$ cat src/rtl/alu_div_restoring_pkg.sv
// Shared definitions for the ALU execute-stage divider: FSM state encoding and default width.
package alu_pkg;

  localparam int DEFAULT_WIDTH = 32;

  typedef enum logic [1:0] {
    IDLE = 2'd0,
    RUN  = 2'd1,
    DONE = 2'd2
  } state_t;

endpackage

$ cat src/rtl/alu_div_restoring_if.sv
// Start/done handshake and operand/result bundle between EX control and the divider.
interface alu_div_restoring_if #(parameter int WIDTH = alu_pkg::DEFAULT_WIDTH);
  logic             start;
  logic [WIDTH-1:0] dividend;
  logic [WIDTH-1:0] divisor;
  logic             busy;
  logic             done;
  logic [WIDTH-1:0] quotient;
  logic [WIDTH-1:0] remainder;
  logic             div_by_zero;

  modport master (
    output start, dividend, divisor,
    input  busy, done, quotient, remainder, div_by_zero
  );

  modport slave (
    input  start, dividend, divisor,
    output busy, done, quotient, remainder, div_by_zero
  );
endinterface

$ cat src/rtl/alu_div_restoring_sub.sv
// Ripple-borrow subtractor built from 1-bit full-subtractor cells; diff = a - b, bout = final borrow.
module fs_1bit (
  input  logic a,
  input  logic b,
  input  logic bin,
  output logic diff,
  output logic bout
);
  assign diff = a ^ b ^ bin;
  assign bout = (~a & (b | bin)) | (b & bin);
endmodule

module sub_nbit #(parameter int WIDTH = 33) (
  input  logic [WIDTH-1:0] a,
  input  logic [WIDTH-1:0] b,
  output logic [WIDTH-1:0] diff,
  output logic             bout
);
  logic [WIDTH:0] borrow_s;

  assign borrow_s[0] = 1'b0;
  assign bout        = borrow_s[WIDTH];

  for (genvar i = 0; i < WIDTH; i++) begin : g_cell
    fs_1bit u_fs (
      .a    (a[i]),
      .b    (b[i]),
      .bin  (borrow_s[i]),
      .diff (diff[i]),
      .bout (borrow_s[i+1])
    );
  end
endmodule

$ cat src/rtl/alu_div_restoring.sv
// Multi-cycle unsigned restoring divider: one quotient bit per clock, start/done handshake for EX stalls.
module alu_div_restoring
  import alu_pkg::*;
#(
  parameter int WIDTH = DEFAULT_WIDTH
) (
  input  logic               clk,
  input  logic               rst,
  alu_div_restoring_if.slave bus
);
  localparam int            CW       = $clog2(WIDTH);
  localparam logic [CW-1:0] CNT_LAST = CW'(WIDTH - 1);

  state_t           state_r, state_nxt_s;
  logic [WIDTH:0]   rem_r, rem_nxt_s;
  logic [WIDTH-1:0] q_r, q_nxt_s;
  logic [WIDTH-1:0] d_r, d_nxt_s;
  logic [CW-1:0]    cnt_r, cnt_nxt_s;
  logic [WIDTH-1:0] quot_r, quot_nxt_s;
  logic [WIDTH-1:0] remo_r, remo_nxt_s;
  logic             dbz_r, dbz_nxt_s;
  logic             busy_r, done_r;

  logic [WIDTH:0]   trial_a_s, trial_b_s, diff_s;
  logic             borrow_s;

  // Shift R left and bring in the next dividend bit; R's MSB is always 0 between iterations.
  assign trial_a_s = (rem_r << 1) | {{WIDTH{1'b0}}, q_r[WIDTH-1]};
  assign trial_b_s = {1'b0, d_r};

  sub_nbit #(.WIDTH(WIDTH + 1)) u_sub (
    .a    (trial_a_s),
    .b    (trial_b_s),
    .diff (diff_s),
    .bout (borrow_s)
  );

  // Next-state and datapath update for IDLE/RUN/DONE.
  always_comb begin
    state_nxt_s = state_r;
    rem_nxt_s   = rem_r;
    q_nxt_s     = q_r;
    d_nxt_s     = d_r;
    cnt_nxt_s   = cnt_r;
    quot_nxt_s  = quot_r;
    remo_nxt_s  = remo_r;
    dbz_nxt_s   = dbz_r;

    case (state_r)
      IDLE, DONE: begin
        if (bus.start) begin
          if (bus.divisor != {WIDTH{1'b0}}) begin
            rem_nxt_s   = {(WIDTH + 1){1'b0}};
            q_nxt_s     = bus.dividend;
            d_nxt_s     = bus.divisor;
            cnt_nxt_s   = {CW{1'b0}};
            state_nxt_s = RUN;
          end else begin
            quot_nxt_s  = {WIDTH{1'b1}};
            remo_nxt_s  = bus.dividend;
            dbz_nxt_s   = 1'b1;
            state_nxt_s = DONE;
          end
        end else begin
          state_nxt_s = IDLE;
        end
      end
      RUN: begin
        if (!borrow_s) begin
          rem_nxt_s = diff_s;
          q_nxt_s   = {q_r[WIDTH-2:0], 1'b1};
        end else begin
          rem_nxt_s = trial_a_s;
          q_nxt_s   = {q_r[WIDTH-2:0], 1'b0};
        end
        cnt_nxt_s = cnt_r + CW'(1);
        if (cnt_r == CNT_LAST) begin
          quot_nxt_s  = q_nxt_s;
          remo_nxt_s  = rem_nxt_s[WIDTH-1:0];
          dbz_nxt_s   = 1'b0;
          state_nxt_s = DONE;
        end else begin
          state_nxt_s = RUN;
        end
      end
      default: begin
        state_nxt_s = IDLE;
      end
    endcase
  end

  // State, working registers and registered outputs.
  always_ff @(posedge clk or posedge rst) begin
    if (rst) begin
      state_r <= IDLE;
      rem_r   <= {(WIDTH + 1){1'b0}};
      q_r     <= {WIDTH{1'b0}};
      d_r     <= {WIDTH{1'b0}};
      cnt_r   <= {CW{1'b0}};
      quot_r  <= {WIDTH{1'b0}};
      remo_r  <= {WIDTH{1'b0}};
      dbz_r   <= 1'b0;
      busy_r  <= 1'b0;
      done_r  <= 1'b0;
    end else begin
      state_r <= state_nxt_s;
      rem_r   <= rem_nxt_s;
      q_r     <= q_nxt_s;
      d_r     <= d_nxt_s;
      cnt_r   <= cnt_nxt_s;
      quot_r  <= quot_nxt_s;
      remo_r  <= remo_nxt_s;
      dbz_r   <= dbz_nxt_s;
      busy_r  <= (state_nxt_s == RUN);
      done_r  <= (state_nxt_s == DONE);
    end
  end

  assign bus.busy        = busy_r;
  assign bus.done        = done_r;
  assign bus.quotient    = quot_r;
  assign bus.remainder   = remo_r;
  assign bus.div_by_zero = dbz_r;
endmodule
$ cat src/flat_wrapper.sv
// flat-port wrapper written by rule: the top's interface ports become plain ports
module alu_div_restoring_flat import alu_pkg::*;
#(
  parameter int WIDTH = DEFAULT_WIDTH
)
  (clk, rst, bus_start, bus_dividend, bus_divisor, bus_busy, bus_done, bus_quotient, bus_remainder, bus_div_by_zero);
  alu_div_restoring_if #(.WIDTH(WIDTH)) bus_i ();
  input  logic clk;
  input  logic rst;
  input wire logic [$bits(bus_i.start)-1:0] bus_start;
  input wire logic [$bits(bus_i.dividend)-1:0] bus_dividend;
  input wire logic [$bits(bus_i.divisor)-1:0] bus_divisor;
  output wire logic [$bits(bus_i.busy)-1:0] bus_busy;
  output wire logic [$bits(bus_i.done)-1:0] bus_done;
  output wire logic [$bits(bus_i.quotient)-1:0] bus_quotient;
  output wire logic [$bits(bus_i.remainder)-1:0] bus_remainder;
  output wire logic [$bits(bus_i.div_by_zero)-1:0] bus_div_by_zero;
  assign bus_i.start = bus_start;
  assign bus_i.dividend = bus_dividend;
  assign bus_i.divisor = bus_divisor;
  assign bus_busy = bus_i.busy;
  assign bus_done = bus_i.done;
  assign bus_quotient = bus_i.quotient;
  assign bus_remainder = bus_i.remainder;
  assign bus_div_by_zero = bus_i.div_by_zero;
  alu_div_restoring #(.WIDTH(WIDTH)) u_core (.clk(clk), .rst(rst), .bus(bus_i));
endmodule
$ cat config.mk
export PLATFORM = sky130hd
export DESIGN_NAME = alu_div_restoring_flat
export DESIGN_NICKNAME = d
export VERILOG_FILES = /design/src/rtl/alu_div_restoring_pkg.sv /design/src/rtl/alu_div_restoring_if.sv /design/src/rtl/alu_div_restoring_sub.sv /design/src/rtl/alu_div_restoring.sv /design/src/flat_wrapper.sv
export SDC_FILE = /design/constraint.sdc
export NUM_CORES = 1
export LEC_CHECK = 0
export ABC_AREA = 1
export ABC_CLOCK_PERIOD_IN_PS = 21200
export BUFFER_PORTS_ARGS = -buffer_cell sky130_fd_sc_hd__buf_4
export CORE_MARGIN = 2
export CORE_UTILIZATION = 52
export DETAILED_ROUTE_END_ITERATION = 12
export PLACE_DENSITY = 0.82
export SYNTH_ARGS = -nofsm -noshare
export SYNTH_HDL_FRONTEND = slang
export SYNTH_SLANG_ARGS = --single-unit
$ cat constraint.sdc
create_clock -name clk -period 21.2 [get_ports clk]
set_input_delay 3.18 -clock clk [delete_from_list [all_inputs] [get_ports clk]]
set_output_delay 3.18 -clock clk [all_outputs]
set_load 0.02 [all_outputs]
==> run summary, run 1 <==
# rows: 46
Max cap viols: 0
CP max stage cell: nand2_1
Core Util, Final: 64.2%
Largest net degree at the start of global routing: 96
Fin crit share: 78.3%
Final wirelength: 21.9 mm
Grt met2 use: 41.7%
Grt met1 use: 35.8%
CP max stage delay: 640 ps
Post-route DRC: 0
Initial antenna violation count: 0
Worst Hold Launch: u_core.bus.quotient[24]
Peak supply drop: 0.131 mV
Synthesized instance count: 1049
Register area share after synthesis: 50.2%
Gr busiest metal: met2
Root Buffer: clkbuf_16
Port-buffer cells: 133
CP startpoint kind: flop
NumNets Final: 1247
Clock tree buffer depth: 2
Post-Syn Area: 0.00847 mm²
Hold WC Path Type: reg2reg
Fillcell total: 1371
Post-Syn Nets: 1150
Max FO, Critical Path: 33
# Post-CTS Setup Buffers: 0
Post-route setup TNS: 0 ps
Final setup viols: 0
Post-CTS Resized: 0
Die Ht: 132 µm
Critical path class: reg2reg
Core box area: 0.0159 mm²
Grt met3 use: 5.90%
Worst flop-to-flop path endpoint: u_core.bus.remainder[4]
Die area: 0.0173 mm²
GRT Overall Usage: 26.2%
FF-to-FF setup slack: 4600 ps
Worst path most repeated cell: fa_1
DR vias/cell: 5.36
Via count: 7369
Worst slew pin tran: 1130 ps
Number of distinct library cells after synthesis: 19
Worst-path clk slew: 70 ps
Layout Area Growth over Synthesis: 20.4%
I/O pin cnt: 134
Worst reg2reg path depth: 40
Worst skew pair latency: 440 ps
Total grt overflow: 0
Pleak: 5.53 nW
1st-pass router iterations: 7
Clock skew: 6.76 ps
FF+latch count, synth: 170
Initial drt markers: 732
Ys Warns: 0
Share of cells above drive strength 1: 15.6%
Unrepaired setup endpoints after global routing: false
Run status: finished clean
Post-DP HPWL: 14.1 mm
Fmax: 60.2 MHz
Post-layout min period: 16600 ps
Setup crit end kind: flop
Worst EP arrival: 16970 ps
Slew headroom: 24.8%
Hold worst-path end: u_core.bus.quotient[24]
Hold_buf cts: 0
First-pass GRT wire length: 36.3 mm
FF+latch area: 0.00425 mm²
ANT cells: 0
Vias in the first global route: 7171
Number of H-tree levels: 4
Clk sinks: 170
Gpl congestion: 0.856
Reg2Reg Launch Point: u_core.q_r[31]
Antenna Nets Post-Route: 0
Initial Util: 53.3%
Critical Path RT: 21570 ps
Final Hold Viols: 0
Pwr dens: 186 mW/mm²
TritonCTS clock tree: built
Multi-input logic area: 0.00365 mm²
Die width: 132 µm
Max-slew violation count: 0
CTS buffer count: 17
Mean Syn Cell Area: 8.07 µm²
WHS Path Cells: 2
DR WL/cell: 15.9 µm
## final cells by class
type	count	share of cell area [%]
Timing Repair Buffer	143	10.5
Multi-Input combinational cell	737	35.8
Sequential cell	170	41.7
Tap cell	216	2.65
Clock buffer	25	4.86
Clock inverter	7	1.57
Inverter	77	2.88
## critical path: cells and delay by family, from the launching register on
| kind | cells | cell delay [ps] |
|---|---|---|
| fa+ha+maj | 32 | 14580 |
| simple gates | 6 | 1430 |
| flops | 1 | 370 |
| compound gates | 1 | 90 |
| buf+inv | 1 | 50 |
## power by group
part           switching (W)  total [W]  leakage (nW)  internal, W
clock               0.000127   0.000348         0.321     0.000221
combinational       0.000612   0.000961          3.09     0.000350
sequential          0.000108   0.000593          2.12     0.000485
## worst max-delay path by stage
stage | from | to | slack [ps] | depth (start not counted)
detailed placement | u_core.q_r[31] | u_core.bus.remainder[28] | 4630 | 40
global route | u_core.q_r[31] | u_core.bus.remainder[19] | 3890 | 40
floorplan | u_core.d_r[0] | u_core.bus.remainder[0] | 5840 | 39
global placement | u_core.q_r[31] | u_core.bus.remainder[21] | 4910 | 40
CTS | u_core.q_r[31] | u_core.bus.remainder[4] | 4530 | 40
finish | u_core.q_r[31] | u_core.bus.remainder[4] | 4600 | 40
## registers in the layout, indices dropped and copies added, names as in the netlist
register,cells
u_core.state_r,2
u_core.q_r,32
u_core.bus.quotient,32
u_core.cnt_r,5
u_core.bus.div_by_zero,1
u_core.bus.remainder,32
u_core.bus.done,1
u_core.bus.busy,1
u_core.rem_r,32
u_core.d_r,32
## per-layer routing
metal	part of all wire, %	vias up
met4	2.2	0
li1	-	3486
met2	47	300
met5	0	-
met1	43	3550
met3	7.5	33
## cells in the mapped netlist (all sizes together)
cell type	n	area share [%]
buf	47	3.0
a21oi	33	2.0
dfrtp	170	50
ha	3	0.44
nand4	1	0.074
a21boi	1	0.089
nand2	406	18
o21ai	39	2.3
nor2	55	2.4
nand3	167	9.9
clkbuf	18	0.80
or2	1	0.074
inv	77	3.4
fa	31	7.3
## stage by stage
| step | power, W | cells | cell area (µm²) | hold WS [ps] | setup WS [ps] |
|---|---|---|---|---|---|
| floorplan | 0.00126 | 1049 | 8470 | 456 | 5840 |
| global placement | 0.00151 | 1343 | 9550 | 455 | 4910 |
| detailed placement | 0.00155 | 1343 | 9550 | 460 | 4630 |
| CTS | 0.00191 | 1375 | 10200 | 475 | 4530 |
| global route | 0.00207 | 1375 | 10200 | 487 | 3890 |
| finish | 0.00190 | 1375 | 10200 | 469 | 4600 |
## cells by family after synthesis
group	Yosys count	synth area share (%)
AOI/OAI and AO/OA	73	4.39
and+or+nand+nor	630	30.4
buffers and inverters	142	7.16
adders and majority gates	34	7.77
DFF	170	50.2
## cells in the final DEF (no fill, tap or decap), types with 2 or more instances in the layout
master / n
a21oi_1: 33
clkinv_2: 2
fa_1: 31
clkbuf_8: 4
o21ai_0: 36
o21ai_4: 3
buf_4: 143
inv_1: 75
nand2_1: 404
nor2_2: 2
clkbuf_1: 4
nand3_1: 167
bufinv_16: 5
clkbuf_16: 17
ha_1: 3
nor2_1: 53
dfrtp_1: 170
Note: power is estimated with default switching activity, not from simulation.
==> inputs of run 2 (changes only) <==
--- a/config.mk
+++ b/config.mk
@@ -6,7 +6,7 @@
 export NUM_CORES = 1
 export LEC_CHECK = 0
 export ABC_AREA = 1
-export ABC_CLOCK_PERIOD_IN_PS = 21200
+export ABC_CLOCK_PERIOD_IN_PS = 16500
 export BUFFER_PORTS_ARGS = -buffer_cell sky130_fd_sc_hd__buf_4
 export CORE_MARGIN = 2
 export CORE_UTILIZATION = 52
==> constraint.sdc (replaced) <==
create_clock -name clk -period 16.5 [get_ports clk]
set_input_delay 2.475 -clock clk [delete_from_list [all_inputs] [get_ports clk]]
set_output_delay 2.475 -clock clk [all_outputs]
set_load 0.02 [all_outputs]
==> run 2 against run 1 <==
Net effect: worst hold slack gained 1.1 ps; via count down 0.28%; register-to-register slack worse by 4000 ps; clock power is 15% higher; sequential share of layout area fell by 0.20 points; critical endpoint is now u_core.bus.remainder[18]; largest cell class unchanged; largest power group unchanged.
==> run summary, run 2 (same netlist as run 1, synthesis figures left out) <==
Run status: finished clean
Post-CTS Resized: 0
NumNets Final: 1251
Crit path max-delay family: adder cells
Post-place instance area: 0.00956 mm²
Final Hold Viols: 0
Worst skew pair latency: 430 ps
Final non-filler cell area: 0.0102 mm²
Post-layout min period: 15930 ps
Max cap viols: 0
CP max stage cell: fa_1
Most common cell after layout, fill and taps aside: nand2_1
Die Ht: 132 µm
Pleak: 5.53 nW
DR WL/cell: 15.5 µm
First-pass GRT wire length: 35.1 mm
Number of H-tree levels: 4
Pwr dens: 238 mW/mm²
Via count: 7348
Layout Area Growth over Synthesis: 21.0%
Largest net degree at the start of global routing: 90
Die width: 132 µm
Clock skew: 7.81 ps
Worst slew pin tran: 1040 ps
Clk sinks: 170
Port-buffer cells: 133
Fmax: 62.8 MHz
Buf+Inv Stages, Crit Path: 1
Vias in the first global route: 6951
Final wirelength: 21.3 mm
Initial drt markers: 751
Initial antenna violation count: 0
Most frequent cells in the layout: 402 x nand2_1, 170 x dfrtp_1, 167 x nand3_1
Post-route DRC: 0
Gpl congestion: 0.886
Worst-path clk slew: 60 ps
I/O pin cnt: 134
Die area: 0.0173 mm²
CP max stage delay: 500 ps
Reg2Reg Launch Point: u_core.d_r[0]
# Post-CTS Setup Buffers: 0
Hold_buf cts: 0
1st-pass router iterations: 5
GRT Overall Usage: 25.2%
Worst path most repeated cell: fa_1
Core Util, Final: 64.5%
Core box area: 0.0159 mm²
CTS buffer count: 17
DR vias/cell: 5.33
Max-slew violation count: 0
Worst EP arrival: 16250 ps
Worst Hold Launch: u_core.bus.quotient[4]
Initial Util: 53.3%
Crit path launch: u_core.d_r[0]
# rows: 46
Clock tree buffer depth: 2
Max FO, Critical Path: 21
Root Buffer: clkbuf_16
Slew headroom: 30.3%
Total grt overflow: 0
ANT cells: 0
Peak supply drop: 0.118 mV
Post-DP HPWL: 13.9 mm
CP startpoint kind: flop
Share of cells above drive strength 1: 17.1%
Fin crit share: 96.5%
Critical Path RT: 16820 ps
Hold WC Path Type: reg2reg
TritonCTS clock tree: built
Antenna Nets Post-Route: 0
Critical path class: reg2reg
Final setup viols: 0
Setup crit end kind: flop
## run 2: cell count changes in the layout (fill, tap and decap cells not counted), sizes merged
cell | before | now
clkbuf | 25 | 23
inv | 77 | 79
clkinv | 2 | 3
buf | 143 | 146
clkinvlp | 0 | 3
bufinv | 5 | 2
## run 2: worst register-to-register path, delay by kind of cell (launching register included)
family	cells	cell delay (ps)
AOI/OAI and AO/OA	1	230
and+or+nand+nor	5	490
DFF	1	390
buffers and inverters	1	240
adders and majority gates	32	14480
## run 2: path summary, 6_finish.rpt
kind	slack [ps]	end	cells after the start
max	570	u_core.bus.remainder[18]	39
min	470	u_core.bus.quotient[4]	2
max reg2reg	570	u_core.bus.remainder[18]	39
min reg2reg	470	u_core.bus.quotient[4]	2
max in group asynchronous	12750	u_core.d_r[4]	3
min in group asynchronous	2200	u_core.bus.quotient[10]	2
## run 2: final cells by class
| class | count | area (µm²) |
|---|---|---|
| Clock buffer | 22 | 474 |
| Clock inverter | 10 | 115 |
| Fill cell | 1340 | 5640 |
| Inverter | 77 | 294 |
| Multi-Input combinational cell | 737 | 3700 |
| Sequential cell | 170 | 4250 |
| Tap cell | 216 | 270 |
| Timing Repair Buffer | 147 | 1140 |
## run 2: metal layers
metal	vias to the layer above	global-route usage [%]	routed length [µm]
met3	30	5.86	1580
met1	3536	35.1	9230
met5	-	0	0
met2	291	39.4	10100
li1	3491	-	-
met4	0	7.67	377
## run 2: stage by stage
stage / hold WS, ps / std cells / total power [W] / TNS [ps] / worst slack (ps)
after floorplan: 456 / 1049 / 0.00162 / 0 / 1140
after global placement: 454 / 1345 / 0.00195 / 0 / 469
after detailed placement: 460 / 1345 / 0.00200 / 0 / 186
after CTS: 476 / 1377 / 0.00241 / 0 / 118
after global routing: 483 / 1379 / 0.00266 / -137 / -26.2
final: 471 / 1379 / 0.00244 / 0 / 570
## run 2: power by group
group          switching (W)  internal, W  total [W]
sequential          0.000134     0.000623   0.000757
combinational       0.000805     0.000480    0.00129
clock               0.000165     0.000235   0.000400
==> inputs of run 3 (changes only) <==
--- a/config.mk
+++ b/config.mk
@@ -8,10 +8,12 @@
 export ABC_AREA = 1
 export ABC_CLOCK_PERIOD_IN_PS = 16500
 export BUFFER_PORTS_ARGS = -buffer_cell sky130_fd_sc_hd__buf_4
+export CELL_PAD_IN_SITES_DETAIL_PLACEMENT = 0
+export CELL_PAD_IN_SITES_GLOBAL_PLACEMENT = 1
 export CORE_MARGIN = 2
-export CORE_UTILIZATION = 52
+export CORE_UTILIZATION = 30
 export DETAILED_ROUTE_END_ITERATION = 12
-export PLACE_DENSITY = 0.82
+export PLACE_DENSITY = 0.68
 export SYNTH_ARGS = -nofsm -noshare
 export SYNTH_HDL_FRONTEND = slang
 export SYNTH_SLANG_ARGS = --single-unit
==> run 3 against run 2 <==
Net effect: combinational power about the same; power increased by 2.4%; final area increased by 3.0%; first-iteration DRC count decreased by 37%; highest routed layer is now met5; worst hold slack improved by 1.4 ps.
==> run summary, run 3 (same netlist as run 1, synthesis figures left out) <==
Run status: finished clean
Total grt overflow: 0
GRT Overall Usage: 16.8%
Critical Path RT: 16860 ps
Fmax: 63.2 MHz
Critical path class: reg2reg
Core Util, Final: 38.0%
Share of cells above drive strength 1: 18.0%
I/O pin cnt: 134
Root Buffer: clkbuf_16
FF+latch area: 0.00425 mm²
Via count: 7081
Vias in the first global route: 6843
Post-route DRC: 0
Post-layout min period: 15820 ps
Worst skew pair latency: 430 ps
TritonCTS clock tree: built
Largest net degree at the start of global routing: 96
Max FO, Critical Path: 8
Die Ht: 172 µm
Worst slew pin tran: 994 ps
Final Total Pwr: 0.00250 W
Port-buffer cells: 133
Clock skew: 13.7 ps
CP max stage cell: fa_1
Final wirelength: 24.5 mm
Max cap viols: 0
Pwr dens: 237 mW/mm²
Multi-input logic area: 0.00373 mm²
Final Hold Viols: 0
Die width: 172 µm
Initial drt markers: 474
Most common cell after layout, fill and taps aside: nand2_1
DR vias/cell: 4.58
Final setup viols: 0
Gpl congestion: 0.780
DR WL/cell: 15.8 µm
CP startpoint kind: flop
Fillcell total: 2928
# Post-CTS Setup Buffers: 0
Unrepaired setup endpoints after global routing: false
# rows: 61
Crit path max-delay family: adder cells
1st-pass router iterations: 5
Worst EP arrival: 16180 ps
Buf+Inv Stages, Crit Path: 2
CP max stage delay: 480 ps
Core box area: 0.0278 mm²
Post-route setup TNS: 0 ps
Die area: 0.0296 mm²
First-pass GRT wire length: 38.4 mm
Setup crit end kind: flop
CTS buffer count: 17
Initial Util: 30.5%
Antenna Nets Post-Route: 0
Post-place instance area: 0.00976 mm²
NumNets Final: 1255
Clock tree buffer depth: 2
Max-slew violation count: 0
Slew headroom: 33.7%
Pleak: 5.58 nW
Hold WC Path Type: reg2reg
Hold_buf cts: 0
Initial antenna violation count: 3
Most frequent cells in the layout: 402 x nand2_1, 170 x dfrtp_1, 167 x nand3_1
Layout Area Growth over Synthesis: 24.7%
Hold slack: 472 ps
Peak supply drop: 0.0869 mV
Clk sinks: 170
Post-DP HPWL: 16.1 mm
Number of H-tree levels: 4
Worst-path clk slew: 70 ps
Final non-filler cell area: 0.0106 mm²
Worst path most repeated cell: fa_1
Fin crit share: 95.9%
## run 3: cell count changes in the layout (fill, tap and decap cells not counted), moves of 3 or more
cell      before  now
a21oi_1       26   23
a21oi_2        7   10
clkinv_4       0    3
nor2_2         1    4
## run 3: per-stage QoR
stage / cells / setup WS, ps
6_report: 1546 / 676
4_1_cts: 1539 / 350
3_3_place_gp: 1507 / 529
2_1_floorplan: 1049 / 1140
5_1_grt: 1546 / 32.6
3_5_place_dp: 1507 / 401
## run 3: report_power, final
| part | internal [W] | leakage, nW | switching (W) |
|---|---|---|---|
| logic | 0.000504 | 3.17 | 0.000817 |
| registers | 0.000622 | 2.12 | 0.000146 |
| clock network | 0.000231 | 0.286 | 0.000182 |
| total | 0.00136 | 5.58 | 0.00114 |
## run 3: final timing paths
kind	from	to	slack (ps)	cells past startpoint
max	u_core.q_r[31]	u_core.bus.remainder[16]	680	41
min reg2reg	u_core.bus.quotient[16]	u_core.bus.quotient[16]	470	2
min	u_core.bus.quotient[16]	u_core.bus.quotient[16]	470	2
max in group asynchronous	rst	u_core.d_r[13]	12730	3
min in group asynchronous	rst	u_core.bus.quotient[23]	2220	2
max reg2reg	u_core.q_r[31]	u_core.bus.remainder[16]	680	41
## run 3: tightest hold or removal path, cell delays in order, from the launching register on
cell     delay (ps)
dfrtp_1         340
nand2_1          50
nand2_1          40
## run 3: metal layers
metal | vias to the layer above | routed length (µm) | track usage [%]
met2 | 150 | 10900 | 25.0
li1 | 3517 | - | -
met4 | 4 | 374 | 4.60
met5 | - | 26 | 0
met3 | 29 | 1230 | 3.80
met1 | 3381 | 11900 | 24.4
## run 3: timing repair
| item | 4_1_cts | 5_1_grt |
|---|---|---|
| hold endpoints to repair | 0 | 0 |
| endpoints found under the setup margin | 0 | 49 |
| gates resized for setup | 0 | 27 |
## run 3: cell type report
type	instances	share of cell area, %
Timing Repair Buffer	150	11.4
Clock inverter	14	1.52
Multi-Input combinational cell	738	35.3
Antenna cell	1	0.0237
Tap cell	378	4.48
Inverter	77	2.78
Sequential cell	170	40.3
Clock buffer	18	4.16
